[config.mk]
export PLATFORM = sky130hd
export DESIGN_NAME = sap_control_sequencer
export DESIGN_NICKNAME = d
export VERILOG_FILES = /design/src/rtl/sap_control_sequencer.sv
export SDC_FILE = /design/constraint.sdc
export NUM_CORES = 1
export LEC_CHECK = 0
export BUFFER_PORTS_ARGS = -buffer_cell sky130_fd_sc_hd__buf_2
export CORE_MARGIN = 10
export CORE_UTILIZATION = 43
export DETAILED_ROUTE_END_ITERATION = 12
export PLACE_DENSITY = 0.78
export SLEW_MARGIN = 20
export SYNTH_ARGS = -nofsm -noshare
export SYNTH_HDL_FRONTEND = slang
export SYNTH_SLANG_ARGS = --single-unit
[constraint.sdc]
create_clock -name clk -period 1.9 [get_ports clk]
set_clock_uncertainty 0.2 [all_clocks]
set_input_delay 0.095 -clock clk [delete_from_list [all_inputs] [get_ports clk]]
set_output_delay 0.095 -clock clk [all_outputs]
set_load 0.02 [all_outputs]
[src/rtl/sap_control_sequencer.sv]
// T-state sequencer and microcode decoder for the 8-bit bus machine.
// Define COND_JUMP_EN to decode JC (7) and JZ (8); otherwise they behave as NOP.
module sap_control_sequencer #(
    parameter int unsigned T_MAX = 5,
    parameter int unsigned OPW   = 4
) (
    input  logic       clk,
    input  logic       rst,
    input  logic       ena,
    input  logic [7:0] instr,
    input  logic       cf,
    input  logic       zf,
    output logic       pc_out,
    output logic       pc_inc,
    output logic       pc_load,
    output logic       mar_load,
    output logic       ram_out,
    output logic       ram_load,
    output logic       ir_load,
    output logic       ir_out,
    output logic       a_load,
    output logic       a_out,
    output logic       b_load,
    output logic       alu_oe_n,
    output logic       sub,
    output logic       out_load,
    output logic       halted,
    output logic [2:0] tstate
);

    typedef enum logic [2:0] {
        T0 = 3'd0,
        T1 = 3'd1,
        T2 = 3'd2,
        T3 = 3'd3,
        T4 = 3'd4,
        T5 = 3'd5
    } tstate_e;

    typedef struct packed {
        logic pc_out;
        logic pc_inc;
        logic pc_load;
        logic mar_load;
        logic ram_out;
        logic ram_load;
        logic ir_load;
        logic ir_out;
        logic a_load;
        logic a_out;
        logic b_load;
        logic alu_oe;
        logic sub;
        logic out_load;
    } ctrl_t;

    tstate_e        tstate_q;
    logic           halted_q;
    logic [OPW-1:0] opcode;
    logic           last_step;
    logic           hlt_step;
    logic           active;
    ctrl_t          cw;
    ctrl_t          cw_gated;

    assign opcode = instr[7 -: OPW];

    // Operand nibble only reaches the bus through the IR itself.
    logic unused_operand;
    assign unused_operand = ^instr[7-OPW:0];
`ifndef COND_JUMP_EN
    logic unused_flags;
    assign unused_flags = cf ^ zf;
`endif

    always_comb begin
        cw        = '0;
        last_step = 1'b0;
        hlt_step  = 1'b0;
        case (tstate_q)
            T0: begin
                cw.pc_out   = 1'b1;
                cw.mar_load = 1'b1;
            end
            T1: begin
                cw.ram_out = 1'b1;
                cw.ir_load = 1'b1;
                cw.pc_inc  = 1'b1;
            end
            T2: begin
                last_step = 1'b1;
                case (opcode)
                    4'h1, 4'h2, 4'h3, 4'h4: begin
                        cw.ir_out   = 1'b1;
                        cw.mar_load = 1'b1;
                        last_step   = 1'b0;
                    end
                    4'h5: begin
                        cw.ir_out = 1'b1;
                        cw.a_load = 1'b1;
                    end
                    4'h6: begin
                        cw.ir_out  = 1'b1;
                        cw.pc_load = 1'b1;
                    end
`ifdef COND_JUMP_EN
                    4'h7: begin
                        cw.ir_out  = cf;
                        cw.pc_load = cf;
                    end
                    4'h8: begin
                        cw.ir_out  = zf;
                        cw.pc_load = zf;
                    end
`endif
                    4'hE: begin
                        cw.a_out    = 1'b1;
                        cw.out_load = 1'b1;
                    end
                    4'hF:    hlt_step = 1'b1;
                    default: ;
                endcase
            end
            T3: begin
                last_step = 1'b1;
                case (opcode)
                    4'h1: begin
                        cw.ram_out = 1'b1;
                        cw.a_load  = 1'b1;
                    end
                    4'h2, 4'h3: begin
                        cw.ram_out = 1'b1;
                        cw.b_load  = 1'b1;
                        cw.sub     = (opcode == 4'h3);
                        last_step  = 1'b0;
                    end
                    4'h4: begin
                        cw.a_out    = 1'b1;
                        cw.ram_load = 1'b1;
                    end
                    default: ;
                endcase
            end
            T4: begin
                last_step = 1'b1;
                if (opcode == 4'h2 || opcode == 4'h3) begin
                    cw.alu_oe = 1'b1;
                    cw.a_load = 1'b1;
                    cw.sub    = (opcode == 4'h3);
                end
            end
            default: last_step = 1'b1;
        endcase
    end

    assign active   = ~rst & ena & ~halted_q;
    assign cw_gated = active ? cw : '0;

    assign pc_out   = cw_gated.pc_out;
    assign pc_inc   = cw_gated.pc_inc;
    assign pc_load  = cw_gated.pc_load;
    assign mar_load = cw_gated.mar_load;
    assign ram_out  = cw_gated.ram_out;
    assign ram_load = cw_gated.ram_load;
    assign ir_load  = cw_gated.ir_load;
    assign ir_out   = cw_gated.ir_out;
    assign a_load   = cw_gated.a_load;
    assign a_out    = cw_gated.a_out;
    assign b_load   = cw_gated.b_load;
    assign alu_oe_n = ~cw_gated.alu_oe;
    assign sub      = cw_gated.sub;
    assign out_load = cw_gated.out_load;
    assign halted   = halted_q;
    assign tstate   = tstate_q;

    always_ff @(posedge clk) begin
        if (rst) begin
            tstate_q <= T0;
            halted_q <= 1'b0;
        end else if (ena && !halted_q) begin
            if (last_step || tstate_q == tstate_e'(3'(T_MAX))) begin
                tstate_q <= T0;
            end else begin
                tstate_q <= tstate_e'(tstate_q + 3'd1);
            end
            if (hlt_step) begin
                halted_q <= 1'b1;
            end
        end
    end

endmodule

* Word level (Yosys, flattened, before mapping)
Cells that the tools add are included.
** Storage, ports and cells
- Logic and storage cells :: 64
- Output and inout bits :: 18
- Bits in writable memories :: 0
- Bits in read-only memories :: 0
- Register bits :: 4
- Memories :: 0
- Bits in latches :: 0
- Bits of input ports :: 13
** Operators by class
- Bitwise operators :: 5
- $add $sub $neg :: 1
- Reductions and logical operators :: 11
- Divide/modulo/power cells :: 0
- Muxes and demuxes :: 32
- Shift-type cells :: 0
- Multiply operators :: 0
- Order comparisons :: 0
- Equal/unequal tests :: 13
** Operators by type and width (count)
- $mux 1 :: 23
- $mux 14 :: 1
- $eq 4x3->1 const B :: 3
- $eq 4x2->1 const B :: 2
- $eq 4x4->1 const B :: 2
- $pmux 1 s2 :: 4
- $eq 3x2->1 const B :: 2
- $eq 3x3->1 const B :: 2
- $pmux 1 s3 :: 2
- $reduce_or 6->1 :: 1
- $eq 4x1->1 const B :: 1
- $reduce_or 2->1 :: 2
- $reduce_or 4->1 :: 1
- $add 3x1->3 const B :: 1
- $eq 3x1->1 const B :: 1
- $logic_not 3->1 :: 1
- $mux 3 :: 1
- $not 1->1 :: 3
- $reduce_or 3->1 :: 1
- $and 1x1->1 :: 2
- $logic_or 1x1->1 :: 2
- $mux 2 :: 1
- $reduce_and 2->1 :: 1
- $logic_and 1x1->1 :: 1
- $logic_not 1->1 :: 1

* Longest topological paths before layout
Gate-level depths: netlist of run 1.
- Word-level depth :: 6
- Gate-level depth with buffers :: 6
- Mapped depth without buffers :: 5

* Worst setup path before layout of run 1
Ideal clock, no wire load.
- Path kind :: register to output
- From :: register tstate_q[0] (netlist: tstate[0])
- To :: output sub
- Setup slack :: -0.152 ns
- Required time :: 1.605 ns
- Cell stages (with the launch flop) :: 5
- Path buffers :: 0
- Arrival time :: 1.757 ns
- Path through :: dfxtp_1 -> ha_1 -> ha_1 -> a21oi_1 -> nor4b_1
** On the way
- Cells in the longest elaborated chain, start to end :: 3
- Elaborated cells on any way between the ends :: 4
- Classes of those cells :: 2 x eq/ne; 2 x mux
** Ends and longest elaborated chain
- from (decl) :: RTL line 57 : tstate_e tstate_q;
- from (signal assigned) :: RTL line 184 : tstate_q <= tstate_e'(tstate_q + 3'd1);
- $eq 3x3->1 or $eq 3x2->1 (tied branches) :: RTL line 80 : case (tstate_q)
- $pmux 1 s2 * :: RTL line 80
- $mux 14 * :: RTL line 157 : assign cw_gated = active ? cw : '0;
- to (decl) :: RTL line 25 : output logic sub,
Mark *: on every way between the ends. The rest lies on a longest branch, timed or not.

* Worst setup path in the final report of run 1
- From :: register tstate_q[1] (netlist: tstate[1])
- To :: output a_load
** On the way
- Cells in the longest elaborated chain, start to end :: 3
- Elaborated cells on any way between the ends :: 5
- Classes of those cells :: 3 x eq/ne; 2 x mux
** Ends and longest elaborated chain
- $eq 3x3->1 or $eq 3x2->1 (tied branches) :: RTL line 80
- $pmux 1 s3 * :: RTL line 80
- $mux 14 * :: RTL line 157
- to (decl) :: RTL line 21 : output logic a_load,
Marked as above.

==> flow_results.org, run 1 <==
** Logic synthesis
- Ys Warns :: 0
- Area share of the largest cell type after synthesis :: 13.94%
- Dominant combinational cell family by area after synthesis :: simple AND/OR/NAND/NOR gates
- Synth cell types :: 38
- Yosys attributes the largest share of cell area to dfxtp_1, ha_1, inv_1.
- Synthesis inferred 4 register bits.
- For this run, asynchronously set or reset flops after synthesis account for 0%.
- Fraction of the mapped netlist area in adder cells :: 10.89%
- Summed over all instances, the cell type with the most area after synthesis is dfxtp_1.
- Synthesis produced a netlist whose cell count is 77.
- Yosys mapped a number of flops with a built-in enable equal to 0.
- Average footprint of a synthesized cell :: around 7.5 sq um
- Cell Area, Synth :: 574.3 sq um
- Fraction of synthesized cell area in xor and xnor cells :: 0%
- The commonest cells after synthesis are inv_1, ha_1.
- Post-Synthesis Net Count :: 95
- Share of synthesized cell area in and, or, nand and nor gates :: 39.65%
- Multiplexer cells account for 1.961% of the synthesized area.
- In the post-synthesis netlist, the cell with the most instances is inv_1.
- The most used flip-flop cell after synthesis is dfxtp_1.
- The synthesized netlist devotes 22.44% of its cell area to compound gates.
- Sequential cell area fraction in the yosys report :: between 10% and 20%

** Cells and area
- Final design utilization :: between 60 and 70%
- Leaving out filler cells and counting taps, the final layout contains roughly 120.
- FILL cells :: 119
- 0 antenna diodes ended up in the layout.
- Syn-to-layout area delta :: 48.37%
- Post-route cell area :: between 800 and 900 sq um
- Number of nets in the layout :: roughly 130
- The post-route netlist has 49.06% of its cells at a drive strength greater than 1.

** Route
- DRC Markers :: 0
- The detail route stage leaves a number of antenna-violating nets equal to 0.
- WL final :: around 1.9 mm
- Summing over every cut layer, the via total after detailed routing is about 700.
- Number of detailed-routing iterations run before antenna repair :: 4
- Using the TritonRoute via totals, the vias-per-cell ratio works out to 5.752.
- First-iteration detailed-routing DRC count :: 13
- In the final routed layout, each cell accounts on average for roughly 16 um.

** Power and ir drop
- Maximum VDD drop :: roughly 0.32 mV
- Power density over cell area :: 497.7 nW/um^2
- Clock Power Share :: about a quarter
- The share of total power dissipated in sequential elements is between 20% and 30%.
- Cell internal power dissipation :: 0.0002620 W
- Leakage :: roughly 0.38 nW
- Net switching is 38.22% of the power.
- Logic gate share of total power :: 50.1%
- The analysis attributes to net switching a power of ~0.00016 W.

** Setup path
- The setup path with the least slack is of type reg2out.
- STA puts the critical path data arrival time at 1620 ps.
- Broken down by cell family, the worst path's largest delay share belongs to flip-flops.
- Worst Setup End Kind :: output pin
- The slowest stage of the critical path belongs to the cell dfxtp_4.
- The critical path goes through ha_4 > ha_4 > and2b_2 > o211ai_1 > a22oi_1 > buf_4.
- Most used cell along the critical path :: ha_4
- For the worst setup path, the data required time is between 1500 and 2000 ps.
- Largest fanout on the critical path :: 6
- Counting both buffers and inverters, the worst setup path holds a total of 1.
- On the worst path, the slowest cell contributes a delay of ~370 ps.
- STA classifies the critical path startpoint as a flip-flop.

** STA
- Across all setup checks in the final design, the least slack found is -10.77 ps.
- Setup violations remaining at the end of the flow were counted as 1.
- Transition time at the pin with the least slew margin :: approximately 360 ps
- The hold violation total from the final report came to 0.
- Final critical-path required period :: approximately 1900 ps
- Setup repair after global routing missed its margin :: true
- Fmax :: between 500 and 600 MHz
- Remaining max-slew budget at the tightest pin :: between 70% and 80%
- In the final timing run, aggregate negative setup slack is -10.77 ps.
- Dividing the final minimum period by the clock period gives 100.6%.
- The max-slew violation count was 0.

** Worst hold path
- The path class of the tightest hold or removal check is in2reg.

** Placement
- Placed cells :: ~110
- Sum of net half-perimeters after detailed placement :: ~1.3 mm
- Placement Cell Area :: between 600 and 700 sq um
- Buffers added on ports :: 24
- At the end of routability-driven placement, the weighted congestion stood at roughly 0.8.

** Clock network
- TritonCTS built the clock tree.
- For the worst-skew pair, the clock arrives at the later sink with an insertion delay of 230 ps.
- Clock sink count :: 4
- The tree is rooted in a clkbuf_4.
- In this run, CTS created clock tree buffers numbering 3.
- Depth of the CTS H-tree :: 1
- Buffers from clock root to sink, at most :: 2
- Clk pin slew, worst setup/hold paths :: approximately 40 ps

** Global route
- Global routing usage summed across all routing layers :: under 10%
- Wire length of the first global-routing pass :: around 2.8 mm
- Largest net degree at the start of global routing :: 12
- Initial antenna violation count :: 0
- The via count of the first global-routing pass is around 660.
- Summed over all layers, the global routing overflow is 0.

** Floorplan
- Core footprint :: around 1300 sq um
- Die area :: 3197 sq um
- Number of standard-cell rows in the floorplan :: 13
- For this design the top-level I/O count stands at 31.
- The die is between 50 and 60 um wide.
- Once the floorplan was initialized, standard cells occupied approximately 45% of the core.
- Height of the die :: 56.55 um

** Run
- Max-capacitance violation count :: 0

** Outcome
- The run finished, with violations left.
- The checks that failed: setup timing.
==> registers in the layout, summed over array words and instances, names as in the netlist <==
name	cells
halted	1
tstate	3
==> power by group through the flow <==
stage / clock (W) / sequential [W] / combinational [W]
after floorplan: 0 / 0.000107 / 0.000107
after CTS: 0.000104 / 0.000102 / 0.000164
after global placement: 0 / 0.000101 / 0.000150
after global routing: 0.000116 / 0.000108 / 0.000229
final: 0.000104 / 0.000107 / 0.000213
after detailed placement: 0 / 0.000102 / 0.000152
==> timing repair <==
| item | 4_1_cts | 5_1_grt |
|---|---|---|
| resized for setup | 10 | 12 |
| setup endpoints to repair | 8 | 6 |
| pin swaps | 0 | 3 |
| endpoints found under the hold margin | 1 | 0 |
| buffers inserted | 0 | 5 |
| hold buffers | 1 | 0 |
==> layer usage <==
metal	GRT usage (%)	wire length (um)
met5	0	0
met4	2.062	0
met2	17.40	960
met1	11.44	772
met3	3.146	158
==> worst reg2reg max path, delay by kind of cell, from the launching register on <==
family                     cells  cell delay (ps)
AOI/OAI and AO/OA              3              640
adders and majority gates      1              150
buffers and inverters          2              190
DFF                            1              360
==> stage by stage <==
| step | power (W) | setup slack (ps) | hold slack (ps) |
|---|---|---|---|
| after global routing | 0.0004538 | -44.53 | 38.18 |
| after global placement | 0.0002504 | 81.46 | 173.7 |
| after detailed placement | 0.0002539 | 51.02 | 187.6 |
| after floorplan | 0.0002143 | 27.25 | -0.7900 |
| after CTS | 0.0003700 | 11.24 | 8.496 |
| final | 0.0004241 | -10.77 | 5.964 |
==> final timing paths <==
kind,startpoint,endpoint,slack (ps),cells past startpoint
worst max-delay path,tstate[1]$_SDFFE_PP0P_,a_load,-10,6
worst min-delay path,instr[4],halted$_SDFFE_PP0P_,6,3
worst max register to register,tstate[0]$_SDFFE_PP0P_,tstate[2]$_SDFFE_PP0P_,260,6
worst min register to register,halted$_SDFFE_PP0P_,halted$_SDFFE_PP0P_,320,2
==> logic make-up after synthesis <==
logic type,count (synthesis)
AND/OR/NAND/NOR,37
AO/OA/AOI/OAI,17
buffers and inverters,13
adder cells (fa/ha/maj),5
flip-flops,4
multiplexers,1
==> cell type report <==
class / count / area (sq um) / share of cell area [%]
multi-input cells: 60 / 501.7 / 58.88
flip-flops and latches: 4 / 87.58 / 10.28
well taps: 15 / 18.77 / 2.203
inverters: 7 / 31.28 / 3.671
repair buffers: 32 / 190.2 / 22.32
clock buffers: 3 / 22.52 / 2.643
==> cells in the final DEF (no fill, tap or decap), types with 4 or more instances in the layout <==
cell / count
buf_2: 21
buf_4: 10
inv_1: 5
nand3_1: 4
nor3_1: 4
a21oi_1: 4
nand2_1: 4
ha_4: 4
Note: power is estimated with default switching activity, not from simulation.
==> run 2: changes to the inputs <==
Settings changed: CORE_AREA set to 10 10 47 49, CORE_MARGIN 10 to unset, CORE_UTILIZATION 43 to unset, DIE_AREA set to 0 0 57 59, PLACE_DENSITY 0.78 to 0.79.
Clock period 1.9 ns to 2.3 ns, I/O delays scaled along.
==> run 2 against run 1 <==
Against the previous run:
- the flow now finishes without violations
- design area decreased by 17%
- sequential power is 22% lower
- critical endpoint is now sub
- register-to-register slack improved by 220 ps
- via count fell by 9.2%
- highest routed layer unchanged
==> flow_results.org, run 2 (synthesis gave the netlist of run 1 again) <==
** STA
- Setup repair after global routing left no endpoint under its margin.
- The hold violation total from the final report is 0.
- Of the available clock period, the critical path in the final layout requires 90.53%.
- Aggregate negative setup slack :: 0 ps
- Counting I/O delays and the setup requirement, the final critical path takes 2082 ps.
- Fmax :: around 480 MHz
- Transition time at the pin with the least slew margin :: approximately 580 ps
- Number of max-slew violations in the final report :: 0
- Setup-failing EPs final :: 0
- In this run the tightest slew margin relative to its limit is approximately three fifths.

** Route
- Using the TritonRoute via totals, the vias-per-cell ratio works out to about 5.5.
- Number of detailed-routing iterations run before antenna repair :: 4
- Post-detailed-route wirelength per cell :: 13.75 um
- Antenna Violating Nets Remaining :: 0
- Count of vias placed by the detailed router :: ~630
- First-iteration detailed-routing DRC count :: 14
- WL final :: between 1.5 and 2 mm
- After detailed routing, the number of remaining DRC violations is 0.

** Placement
- Routability-driven placement finished with a final weighted congestion of 0.7509.
- Buffers added on ports :: 24
- After legalization and detailed placement, the total HPWL measured between 1 and 1.5 mm.

** Floorplan
- The floorplan step defined a die boundary enclosing about 3400 sq um.
- The die is between 50 and 60 um wide.
- The floorplan has 14 rows.
- The initial utilization of the core area, before any placement, comes to between 40 and 50%.
- The core region is 1401 sq um.
- Height of the die :: around 60 um
- In this run the count of I/O pins placed on the die edge is 31.

** Clock network
- Clk pin slew, worst setup/hold paths :: 40 ps
- CTS tree :: done
- Counting every sink on the clock net gives 4.
- Post-CTS setup buffer count :: 0
- Counting along the longest clock path gives a buffer depth of 2.
- In this run, CTS created clock tree buffers numbering 3.
- Depth of the CTS H-tree :: 1
- Clock tree synthesis selected as its root buffer the cell clkbuf_4.
- At the later pin of the worst-skew pair, clock insertion delay measures 230 ps.

** Worst hold path
- Cell depth of the worst min-delay path :: 3
- Path class of the lowest-slack min-delay path :: in2reg

** Global route
- Global route overflow :: 0
- The via count of the first global-routing pass came to ~640.
- Global routing usage summed across all routing layers :: a little under a tenth
- The number of antenna violations at the first check in global routing was 0.
- Largest net degree at the start of global routing :: 13
- Wire length of the first global-routing pass :: between 2 and 3 mm

** Setup path
- Required @ worst endpoint :: just under 2000 ps
- Largest stage delay on the critical path :: 520 ps
- The signal on the critical path passes through nor3b_2 > nand2_1 > nor4b_1 > buf_2.
- Along the worst path, the maximum fanout reaches 10.
- Register-to-Register Path Depth :: 5
- Critical path launch point type :: flip-flop
- Worst Setup End Kind :: output pin
- For the worst setup path, the data arrival time is 1770 ps.
- Flop-to-flop setup slack :: roughly 480 ps
- The slowest stage of the critical path belongs to the cell nor3b_2.
- The critical path is of the reg2out type.

** Power and ir drop
- Power, Total :: 0.0002927 W
- Across the VDD grid, the largest voltage drop is around 0.33 mV.
- Dividing total power by cell area gives a power density of 411.9 nW/um^2.
- Leakage :: approximately 0.34 nW

** Cells and area
- 0 antenna diodes ended up in the layout.
- Max reg flops :: 3
- Syn-to-layout area delta :: 23.75%
- Number of nets in the layout :: roughly 120
- Commonest non-fill, non-tap cell in the layout :: buf_2
- Of the cells placed in the final design, the portion with a size suffix greater than 1 is a little over a third.
- In the layout the commonest cells are buf_2, inv_1, ha_1.

** Outcome
- The flow ran to the end, and the final reports show no timing, DRC or antenna violations.

** Run
- Max-cap violations in this run came to 0.
==> run 2: cell types whose count changed in the layout (fill, tap and decap cells not counted), sizes merged <==
cell / previous run / this run
buf: 31 / 24
==> run 2: per-stage QoR <==
stage	instance area, sq um	hold slack (ps)	worst slack [ps]	util, %	cells
floorplan	574.3	19.21	228.2	-	77
global placement	676.9	187.4	442.3	48.30	111
detailed placement	676.9	202.3	417.1	48.30	111
CTS	709.4	8.235	154.8	50.63	115
global route	710.7	51.88	42.20	50.71	115
finish	710.7	17.32	217.8	50.71	115
==> run 2: routing by layer <==
metal	vias up	GRT usage [%]	routed length [um]
li1	327	-	-
met1	290	10.20	708
met2	15	17.36	819
met4	0	4.698	0
met3	0	1.073	53
met5	-	0	0
==> run 2: worst max-delay path: cells and delay by family (launching register included) <==
kind                   cells  cell delay, ps
DFF                        1             320
and+or+nand+nor            3             980
buffers and inverters      1             230
==> run 2: final timing paths <==
check	from	end
worst max-delay path	halted$_SDFFE_PP0P_	sub
worst min-delay path	instr[4]	halted$_SDFFE_PP0P_
worst min register to register	halted$_SDFFE_PP0P_	halted$_SDFFE_PP0P_
worst max register to register	tstate[0]$_SDFFE_PP0P_	tstate[2]$_SDFFE_PP0P_
==> run 2: area by class of cell <==
cell class	instances	area (sq um)
Sequential cell	4	81.33
Multi-Input combinational cell	60	430.4
Clock buffer	3	22.52
Fill cell	138	690.7
Timing Repair Buffer	25	130.1
Tap cell	16	20.02
Inverter	7	26.28
==> run 2: report_power, final <==
group / total (W) / internal [W] / switching [W]
sequential: 0.0000832 / 0.0000753 / 0.00000790
clock: 0.0000843 / 0.0000582 / 0.0000261
combinational: 0.000125 / 0.0000486 / 0.0000767
total: 0.000293 / 0.000182 / 0.000111
==> run 2: repair_timing <==
action / in CTS / in global routing
setup endpoints to repair: 0 / 1
endpoints found under the hold margin: 1 / 0
hold buffers: 1 / 0
gates resized for setup: 0 / 1
